**src/rtl/snd_cmd_queue.sv**
```systemverilog
// snd_cmd_queue: sound-command FIFO between the main CPU and the sound Z80.
// Commands are pushed on rising edges of sndstart and popped at the end of
// each Z80 read of the command latch. An NMI is raised whenever a new head
// command becomes visible, and a free-running frame timer raises periodic IRQs.
// Optional build macro SNDQ_OVERWRITE_EN: a push while full replaces the
// newest entry instead of being dropped. Overflow is flagged in both builds.
module snd_cmd_queue #(
  parameter int DATA_W        = 8,
  parameter int DEPTH_LOG2    = 2,
  parameter int IRQ_PERIOD    = 66667,
  parameter int IRQ_PER_FRAME = 2
) (
  input  logic                  clk48M,
  input  logic                  reset,
  input  logic                  clk_en,
  input  logic [DATA_W-1:0]     sndno,
  input  logic                  sndstart,
  input  logic                  cpu_com_rd,
  output logic [DATA_W-1:0]     comlatch,
  output logic                  cpu_nmi,
  input  logic                  cpu_nmia,
  output logic                  cpu_irq,
  input  logic                  cpu_irqa,
  output logic [DEPTH_LOG2:0]   fifo_count,
  output logic                  overflow
);

  localparam int DEPTH = 1 << DEPTH_LOG2;
  localparam int PTR_W = (DEPTH_LOG2 > 0) ? DEPTH_LOG2 : 1;
  localparam int CNT_W = DEPTH_LOG2 + 1;
  localparam int TMR_W = (IRQ_PERIOD > 1) ? $clog2(IRQ_PERIOD) : 1;
  localparam int STEP  = IRQ_PERIOD / IRQ_PER_FRAME;

  localparam logic [CNT_W-1:0] FULL_CNT = CNT_W'(DEPTH);
  localparam logic [PTR_W-1:0] LAST_PTR = PTR_W'(DEPTH - 1);
  localparam logic [TMR_W-1:0] TMR_LAST = TMR_W'(IRQ_PERIOD - 1);

  logic [DATA_W-1:0] mem [DEPTH];
  logic [PTR_W-1:0]  wr_ptr, rd_ptr, rd_nxt;
  logic [CNT_W-1:0]  cnt_nxt;
  logic [TMR_W-1:0]  timercnt;
  logic              psndstart, prd;
  logic              push, pop, is_empty, is_full;
  logic              do_push, do_pop, push_full;
  logic              nmi_set, irq_hit, ow_head;
  logic [DATA_W-1:0] head_nxt;
`ifdef SNDQ_OVERWRITE_EN
  logic [PTR_W-1:0]  ow_ptr;
`endif

  function automatic logic [PTR_W-1:0] next_ptr(input logic [PTR_W-1:0] p);
    return (p == LAST_PTR) ? '0 : p + 1'b1;
  endfunction

  // Edge decode, queue bookkeeping and next head value with write forwarding.
  always_comb begin
    push      = sndstart & ~psndstart;
    pop       = prd & ~cpu_com_rd;
    is_empty  = (fifo_count == '0);
    is_full   = (fifo_count == FULL_CNT);
    do_pop    = pop & ~is_empty;
    // a simultaneous pop frees a slot first, so a full queue still accepts
    do_push   = push & (~is_full | do_pop);
    push_full = push & is_full & ~do_pop;
    rd_nxt    = do_pop ? next_ptr(rd_ptr) : rd_ptr;
    cnt_nxt   = fifo_count;
    if (do_push && !do_pop)
      cnt_nxt = fifo_count + 1'b1;
    else if (do_pop && !do_push)
      cnt_nxt = fifo_count - 1'b1;
    head_nxt  = mem[rd_nxt];
    if (do_push && (wr_ptr == rd_nxt))
      head_nxt = sndno;
    ow_head   = 1'b0;
`ifdef SNDQ_OVERWRITE_EN
    ow_ptr    = (wr_ptr == '0) ? LAST_PTR : wr_ptr - 1'b1;
    // only possible with a single-entry queue, where the newest is the head
    if (push_full && (ow_ptr == rd_nxt)) begin
      head_nxt = sndno;
      ow_head  = 1'b1;
    end
`endif
    nmi_set   = (do_push & is_empty) | (do_pop & (cnt_nxt != '0)) | ow_head;
  end

  // Frame timer compare: IRQ at the end of each equal slice of the frame.
  always_comb begin
    irq_hit = 1'b0;
    for (int k = 1; k <= IRQ_PER_FRAME; k++)
      if (timercnt == TMR_W'(k * STEP - 1))
        irq_hit = 1'b1;
  end

  // Control registers: pointers, count, latch, interrupt requests, timer.
  always_ff @(posedge clk48M) begin
    if (reset) begin
      psndstart  <= 1'b0;
      prd        <= 1'b0;
      wr_ptr     <= '0;
      rd_ptr     <= '0;
      fifo_count <= '0;
      comlatch   <= '0;
      overflow   <= 1'b0;
      cpu_nmi    <= 1'b0;
      cpu_irq    <= 1'b0;
      timercnt   <= '0;
    end else if (clk_en) begin
      psndstart  <= sndstart;
      prd        <= cpu_com_rd;
      rd_ptr     <= rd_nxt;
      if (do_push)
        wr_ptr <= next_ptr(wr_ptr);
      fifo_count <= cnt_nxt;
      // an empty queue keeps showing the last command
      if (cnt_nxt != '0)
        comlatch <= head_nxt;
      if (push_full)
        overflow <= 1'b1;
      cpu_nmi    <= nmi_set | (cpu_nmi & ~cpu_nmia);
      timercnt   <= (timercnt == TMR_LAST) ? '0 : timercnt + 1'b1;
      cpu_irq    <= irq_hit | (cpu_irq & ~cpu_irqa);
    end
  end

  // Command storage; contents need no reset because the pointers define validity.
  always_ff @(posedge clk48M) begin
    if (clk_en && !reset) begin
      if (do_push)
        mem[wr_ptr] <= sndno;
`ifdef SNDQ_OVERWRITE_EN
      else if (push_full)
        mem[ow_ptr] <= sndno;
`endif
    end
  end

endmodule

```
**config.mk**
```make
export PLATFORM = sky130hd
export DESIGN_NAME = snd_cmd_queue
export DESIGN_NICKNAME = d
export VERILOG_FILES = /design/src/rtl/snd_cmd_queue.sv
export SDC_FILE = /design/constraint.sdc
export NUM_CORES = 1
export LEC_CHECK = 0
export CORE_ASPECT_RATIO = 1.5
export CORE_MARGIN = 3
export CORE_UTILIZATION = 41
export DETAILED_ROUTE_END_ITERATION = 12
export DONT_BUFFER_PORTS = 1
export GPL_ROUTABILITY_DRIVEN = 1
export PLACE_DENSITY_LB_ADDON = 0.2
export SYNTH_ARGS = -nofsm -noshare
export SYNTH_HDL_FRONTEND = slang
export SYNTH_SLANG_ARGS = --single-unit
```
**constraint.sdc**
```tcl
create_clock -name clk48M -period 2.8 [get_ports clk48M]
set_input_delay 0.42 -clock clk48M [delete_from_list [all_inputs] [get_ports clk48M]]
set_output_delay 0.42 -clock clk48M [all_outputs]
set_load 0.02 [all_outputs]
```
==> out/results.tsv, run 1 <==
stage	metric	value	unit
run_status	status	complete, no violations	
worst_setup_path	crit_fanout	16	
sta	slew_headroom	0.597	
synthesis	synth_fp_nets	314	
sta	fin_crit_sh	0.902	
power_and_ir_drop	vdd_drop_max	0.389	mV
worst_setup_path	start_kind	register	
clocking	htreeDepth	3	
drt	dr_total_vias	2113	
synthesis	yosys_warnings	0	
layout	area_delta_synth_final	13.4	%
worst_setup_path	r2r_slack	270	ps
clocking	cts_made_buffers	9	
drt	ant_nets	0	
sta	whs	156	ps
floorplanning	die-area	9150	µm²
layout	drive_gt1_frac	0.114	
drt	viasPerCell	5.30	
sta	fin_ws	274	ps
clocking	post_cts_buffers	0	
sta	min_period	2530	ps
power_and_ir_drop	power.internal	1.94	mW
power_and_ir_drop	pwr-share-seq	0.448	
floorplanning	initial_core_util	0.426	
synthesis	synthTopCellsByCount	42 x nor2_1, 37 x dfxtp_1, 32 x edfxtp_1	
power_and_ir_drop	switchingPower	569	µW
drt	wl	6050	µm
sta	tightest_slew	602	ps
layout	finalNetCount	319	
clocking	clk_latency	330	ps
power_and_ir_drop	swShare	0.227	
sta	hold_viol_final	0	
drt	wl_per_cell	15.2	µm
drt	drtPass1Iterations	4	
floorplanning	die_h	116	µm
grt	antenna_found_initial	0	
sta	setup-tns-final	0	ps
sta	finClkSkew	5.74	ps
floorplanning	core	7710	µm²
drt	drc_errors	0	
sta	fmax	396	MHz
power_and_ir_drop	power.density	673	nW/µm²
power_and_ir_drop	clkPwrFrac	0.488	
hold_path	min_path_type	primary input to register	
clocking	cts_buffer_depth	2	
run	drv_cap	0	
clocking	cts_root_buf	clkbuf_16	
grt	grt_max_degree	26	
grt	grt-ovfl-total	0	
synthesis	synth_top_area_cell	edfxtp_1	
placement	placement.io_buffers	0	
power_and_ir_drop	p_comb_frac	0.063	
synthesis	synth_edf_count	32	
layout	insertedDiodeCount	0	
synthesis	synth.distinct_cells	51	
synthesis	yosys-top-cells-area	edfxtp_1 29%, dfxtp_1 23%, mux4_1 6.4%	
worst_setup_path	crit_arrival	2760	ps
synthesis	yosysMostFrequentCell	nor2_1	
placement	hpwlAfterDp	4290	µm
synthesis	async_flop_share	0	
floorplanning	fp-row-count	39	
synthesis	synthCells	287	
synthesis	yosysSeqAreaShare	0.518	
power_and_ir_drop	p_leak	1.35	nW
worst_setup_path	worstPathRequired	3040	ps
synthesis	synth_area	3290	µm²
synthesis	synth-main-ff-cell	dfxtp_1	
worst_setup_path	critPathKind	register to register	
grt	grt_pass1_vias	2180	
sta	slew_viol_final	0	
synthesis	netlist.area_leader.share	0.292	
placement	gp_congestion	0.809	
grt	grt_pass1_wl	10300	µm
floorplanning	dieWidth	79.1	µm
worst_setup_path	worst_r2r_path_depth	9	
clocking	cts_tree	done	
hold_path	hold-path-cell-count	1	
placement	place_ws	190	ps
synthesis	ys_ff_latch	69	
clocking	clk_pin_slew	60	ps
sta	grt_setup_unrepaired	false	
drt	drt_iter0_drc	101	
floorplanning	io_pins	29	
synthesis	avgSynthCellArea	11.5	µm²
clocking	numClockSinks	69	
sta	final-setup-viol-count	0	
grt	grt_usage	0.146	
worst_setup_path	end_kind	register	
-- kinds of logic (layout without fill, tap and decap cells) --
logic type	after synthesis	in the layout	synth area share
adders and majority gates	12	12	0.0457
muxes	16	16	0.0928
and+or+nand+nor	103	103	0.163
xor gates and xnor gates	19	19	0.0529
AOI/OAI and AO/OA	36	36	0.0841
DFF	69	69	0.518
buffers and inverters	32	42	0.0438
-- worst max-delay path: stages (launching register included) --
cell and delay [ps]:
dfxtp_1 320, inv_1 70, ha_1 250, and2b_2 250
nor2_4 150, mux2_4 390, xnor2_1 150, buf_4 180
or4_1 400, a311oi_1 260
-- metrics by stage --
stage,util,cell area (µm²),power (mW),std cells
floorplan,-,3290,1.28,287
finish,0.483,3730,2.51,399
CTS,0.483,3720,2.53,399
global placement,0.441,3400,1.31,383
global route,0.483,3730,2.60,399
detailed placement,0.441,3400,1.31,383
-- layout make-up --
class / instances / area [µm²]
Fill cell: 750 / 3980
Sequential cell: 69 / 1700
Multi-Input combinational cell: 186 / 1450
Clock buffer: 9 / 225
Tap cell: 102 / 128
Clock inverter: 7 / 98.8
Inverter: 18 / 67.6
Timing Repair Buffer: 8 / 60.1
-- state kept, by name, indices dropped and copies added (netlist names) --
name        cells
mem            32
cpu_nmi         1
timercnt       17
psndstart       1
rd_ptr          2
cpu_irq         1
overflow        1
wr_ptr          2
prd             1
fifo_count      3
comlatch        8
-- power by group through the flow --
stage	clock network (mW)	registers (mW)	logic (mW)
after floorplan	0	1.14	0.139
after global placement	0	1.15	0.158
after detailed placement	0	1.15	0.160
after CTS	1.24	1.13	0.161
after global routing	1.29	1.13	0.183
final	1.23	1.13	0.158
-- cell usage in the layout, fill, tap and decap left out, types with 2 or more instances in the layout --
cell | netlist | layout
nor2_1 | 42 | 42
dfxtp_1 | 37 | 37
edfxtp_1 | 32 | 32
inv_1 | 18 | 18
nand2_1 | 15 | 15
xor2_1 | 13 | 13
ha_1 | 12 | 12
or4_1 | 9 | 9
clkbuf_16 | 0 | 9
mux4_1 | 8 | 8
o31ai_1 | 8 | 8
a311oi_1 | 8 | 8
buf_4 | 1 | 8
nand3_1 | 6 | 6
and2_1 | 5 | 5
xnor2_1 | 5 | 5
mux2i_1 | 5 | 5
o21ai_0 | 4 | 4
nor3_1 | 4 | 4
nand4_1 | 4 | 4
nor4bb_1 | 3 | 3
a21oi_1 | 3 | 3
nor2b_1 | 2 | 2
nor4_1 | 2 | 2
a211oi_1 | 2 | 2
and4_1 | 2 | 2
and3_1 | 2 | 2
bufinv_16 | 0 | 2
clkinv_4 | 0 | 2
-- timing repair --
action	4_1_cts	5_1_grt
endpoints found under the setup margin	0	1
gates resized for setup	0	1
hold buffers	0	0
-- routing by layer --
metal | wire length (µm) | up-vias | track usage
met5 | 0 | - | 0
met3 | 249 | 13 | 0.0389
met2 | 3180 | 29 | 0.262
met4 | 138 | 0 | 0.0757
li1 | - | 1062 | -
met1 | 2490 | 1009 | 0.156
-- worst paths after layout --
| kind | end | from |
|---|---|---|
| max | comlatch[1] | fifo_count[0] |
| min | cpu_nmi | reset |
| max reg2reg | comlatch[1] | fifo_count[0] |
| min reg2reg | psndstart | psndstart |
(Power assumes the default switching activity.)
==> run 2: changes to the inputs <==
--- a/config.mk
+++ b/config.mk
@@ -12,6 +12,7 @@
 export DONT_BUFFER_PORTS = 1
 export GPL_ROUTABILITY_DRIVEN = 1
 export PLACE_DENSITY_LB_ADDON = 0.2
+export RECOVER_POWER = 100
 export SYNTH_ARGS = -nofsm -noshare
 export SYNTH_HDL_FRONTEND = slang
 export SYNTH_SLANG_ARGS = --single-unit
==> run 2 against run 1 <==
Die area did not move. Sequential share of layout area rose by 0.28 points. Highest routed layer unchanged. Via count rose by 0.43%. Combinational power fell by 3%. Cell count did not move. Clock power barely moved. Fmax fell by 0.52%. Sequential power barely moved. Critical path type unchanged. Global-route usage did not move.
==> out/results.tsv, run 2 (same netlist as run 1, synthesis figures left out) <==
stage	metric	value	unit
layout	final_cell_mix	42 x nor2_1, 37 x dfxtp_1, 32 x edfxtp_1	
sta	setup-tns-final	0	ps
worst_setup_path	start_kind	register	
power_and_ir_drop	power.density	677	nW/µm²
layout	layout_commonest_cell	nor2_1	
floorplanning	dieWidth	79.1	µm
drt	wl	6050	µm
layout	largest-register	mem	
placement	placement.io_buffers	0	
layout	fillers	754	
layout	postLayoutCellArea	3700	µm²
clocking	cts_root_buf	clkbuf_16	
worst_setup_path	critPathKind	register to register	
grt	grt_pass1_vias	2180	
sta	final-setup-viol-count	0	
grt	grt_usage	0.146	
sta	slew_headroom	0.568	
worst_setup_path	crit_fanout	16	
clocking	cts_made_buffers	9	
drt	ant_nets	0	
placement	place_ws	190	ps
clocking	cts_buffer_depth	2	
sta	fin_ws	261	ps
placement	hpwlAfterDp	4290	µm
drt	viasPerCell	5.32	
drt	drtPass1Iterations	4	
hold_path	min_path_type	primary input to register	
floorplanning	io_pins	29	
worst_setup_path	setup.worst_path.start	fifo_count[0]	
run	drv_cap	0	
clocking	cts_hold_buf	0	
sta	fin_crit_sh	0.907	
layout	multiInputGateArea	1450	µm²
sta	min_period	2540	ps
run_status	status	complete, no violations	
sta	whs	155	ps
drt	drc_errors	0	
layout	seq_area	1700	µm²
clocking	clk_latency	330	ps
sta	slew_viol_final	0	
layout	largest_reg_flops	32	
layout	finalNetCount	319	
clocking	htreeDepth	3	
worst_setup_path	r2r_slack	260	ps
drt	wl_per_cell	15.2	µm
worst_setup_path	worstPathRequired	3040	ps
layout	reg_top3	mem x32, timercnt x17, comlatch x8	
floorplanning	fp-row-count	39	
layout	area_delta_synth_final	12.7	%
floorplanning	core	7710	µm²
sta	fmax	394	MHz
grt	antenna_found_initial	0	
hold_path	min_from	reset	
grt	grt_max_degree	26	
sta	tightest_slew	647	ps
grt	grt-ovfl-total	0	
sta	finClkSkew	5.94	ps
worst_setup_path	r2r-start	fifo_count[0]	
worst_setup_path	reg2reg_to	comlatch[1]	
layout	drive_gt1_frac	0.0943	
clocking	cts_tree	done	
floorplanning	die_h	116	µm
placement	place_area	3400	µm²
sta	grt_setup_unrepaired	false	
floorplanning	die-area	9150	µm²
power_and_ir_drop	vdd_drop_max	0.389	mV
worst_setup_path	crit_arrival	2780	ps
power_and_ir_drop	p_leak	1.32	nW
sta	hold_viol_final	0	
worst_setup_path	end_kind	register	
placement	gp_congestion	0.809	
grt	grt_pass1_wl	10300	µm
power_and_ir_drop	power	2.51	mW
layout	insertedDiodeCount	0	
worst_setup_path	worst_r2r_path_depth	9	
drt	drt_iter0_drc	101	
hold_path	hold-path-cell-count	1	
drt	dr_total_vias	2122	
hold_path	hold-path-endpoint	cpu_nmi	
clocking	numClockSinks	69	
floorplanning	initial_core_util	0.426	
clocking	clk_pin_slew	60	ps
## run 2: how the worst max path moves through the flow
stage,endpoint,slack (ps)
after floorplan,comlatch[1],50
after global placement,comlatch[7],250
after detailed placement,comlatch[5],190
after CTS,comlatch[1],170
after global routing,comlatch[0],50
final,comlatch[1],260
## run 2: area by class of cell
cell class,count,share of cell area
clock buffers,9,0.0608
multi-input cells,186,0.390
flip-flops and latches,69,0.459
repair buffers,8,0.0105
well taps,102,0.0344
inverters,18,0.0182
clock inverters,7,0.0267
## run 2: routing by layer
metal  share of wire  track usage  vias to the layer above
li1                -            -                     1063
met1            0.41        0.156                     1019
met2            0.52        0.262                       26
met3           0.040       0.0389                       14
met4           0.025       0.0757                        0
met5               0            0                        -
## run 2: power breakdown
part | internal [mW] | switching (mW)
combinational | 0.0687 | 0.0857
clock | 0.784 | 0.443
sequential | 1.08 | 0.0418
## run 2: metrics by stage
step | util | std cells
finish | 0.481 | 399
global route | 0.481 | 399
CTS | 0.483 | 399
detailed placement | 0.441 | 383
global placement | 0.441 | 383
floorplan | - | 287
## run 2: timing repair
action                     4_1_cts  5_1_grt
setup endpoints to repair        0        1
buffers inserted                 0        0
gates resized for setup          0        1
## run 2: critical path, cell delays in order (launching register included)
cell and delay [ps]:
dfxtp_1 320, inv_1 70, ha_1 250, and2b_1 240, nor2_4 170, mux2_4 390, xnor2_1 140, buf_2 190
or4_1 410, a311oi_1 260
==> run 3: changes to the inputs <==
--- a/config.mk
+++ b/config.mk
@@ -8,6 +8,7 @@
 export CORE_ASPECT_RATIO = 1.5
 export CORE_MARGIN = 3
 export CORE_UTILIZATION = 41
+export CTS_CLUSTER_DIAMETER = 100
 export DETAILED_ROUTE_END_ITERATION = 12
 export DONT_BUFFER_PORTS = 1
 export GPL_ROUTABILITY_DRIVEN = 1
==> results of run 3 <==
The final DEF is identical to that of run 2; final timing and power are the same.
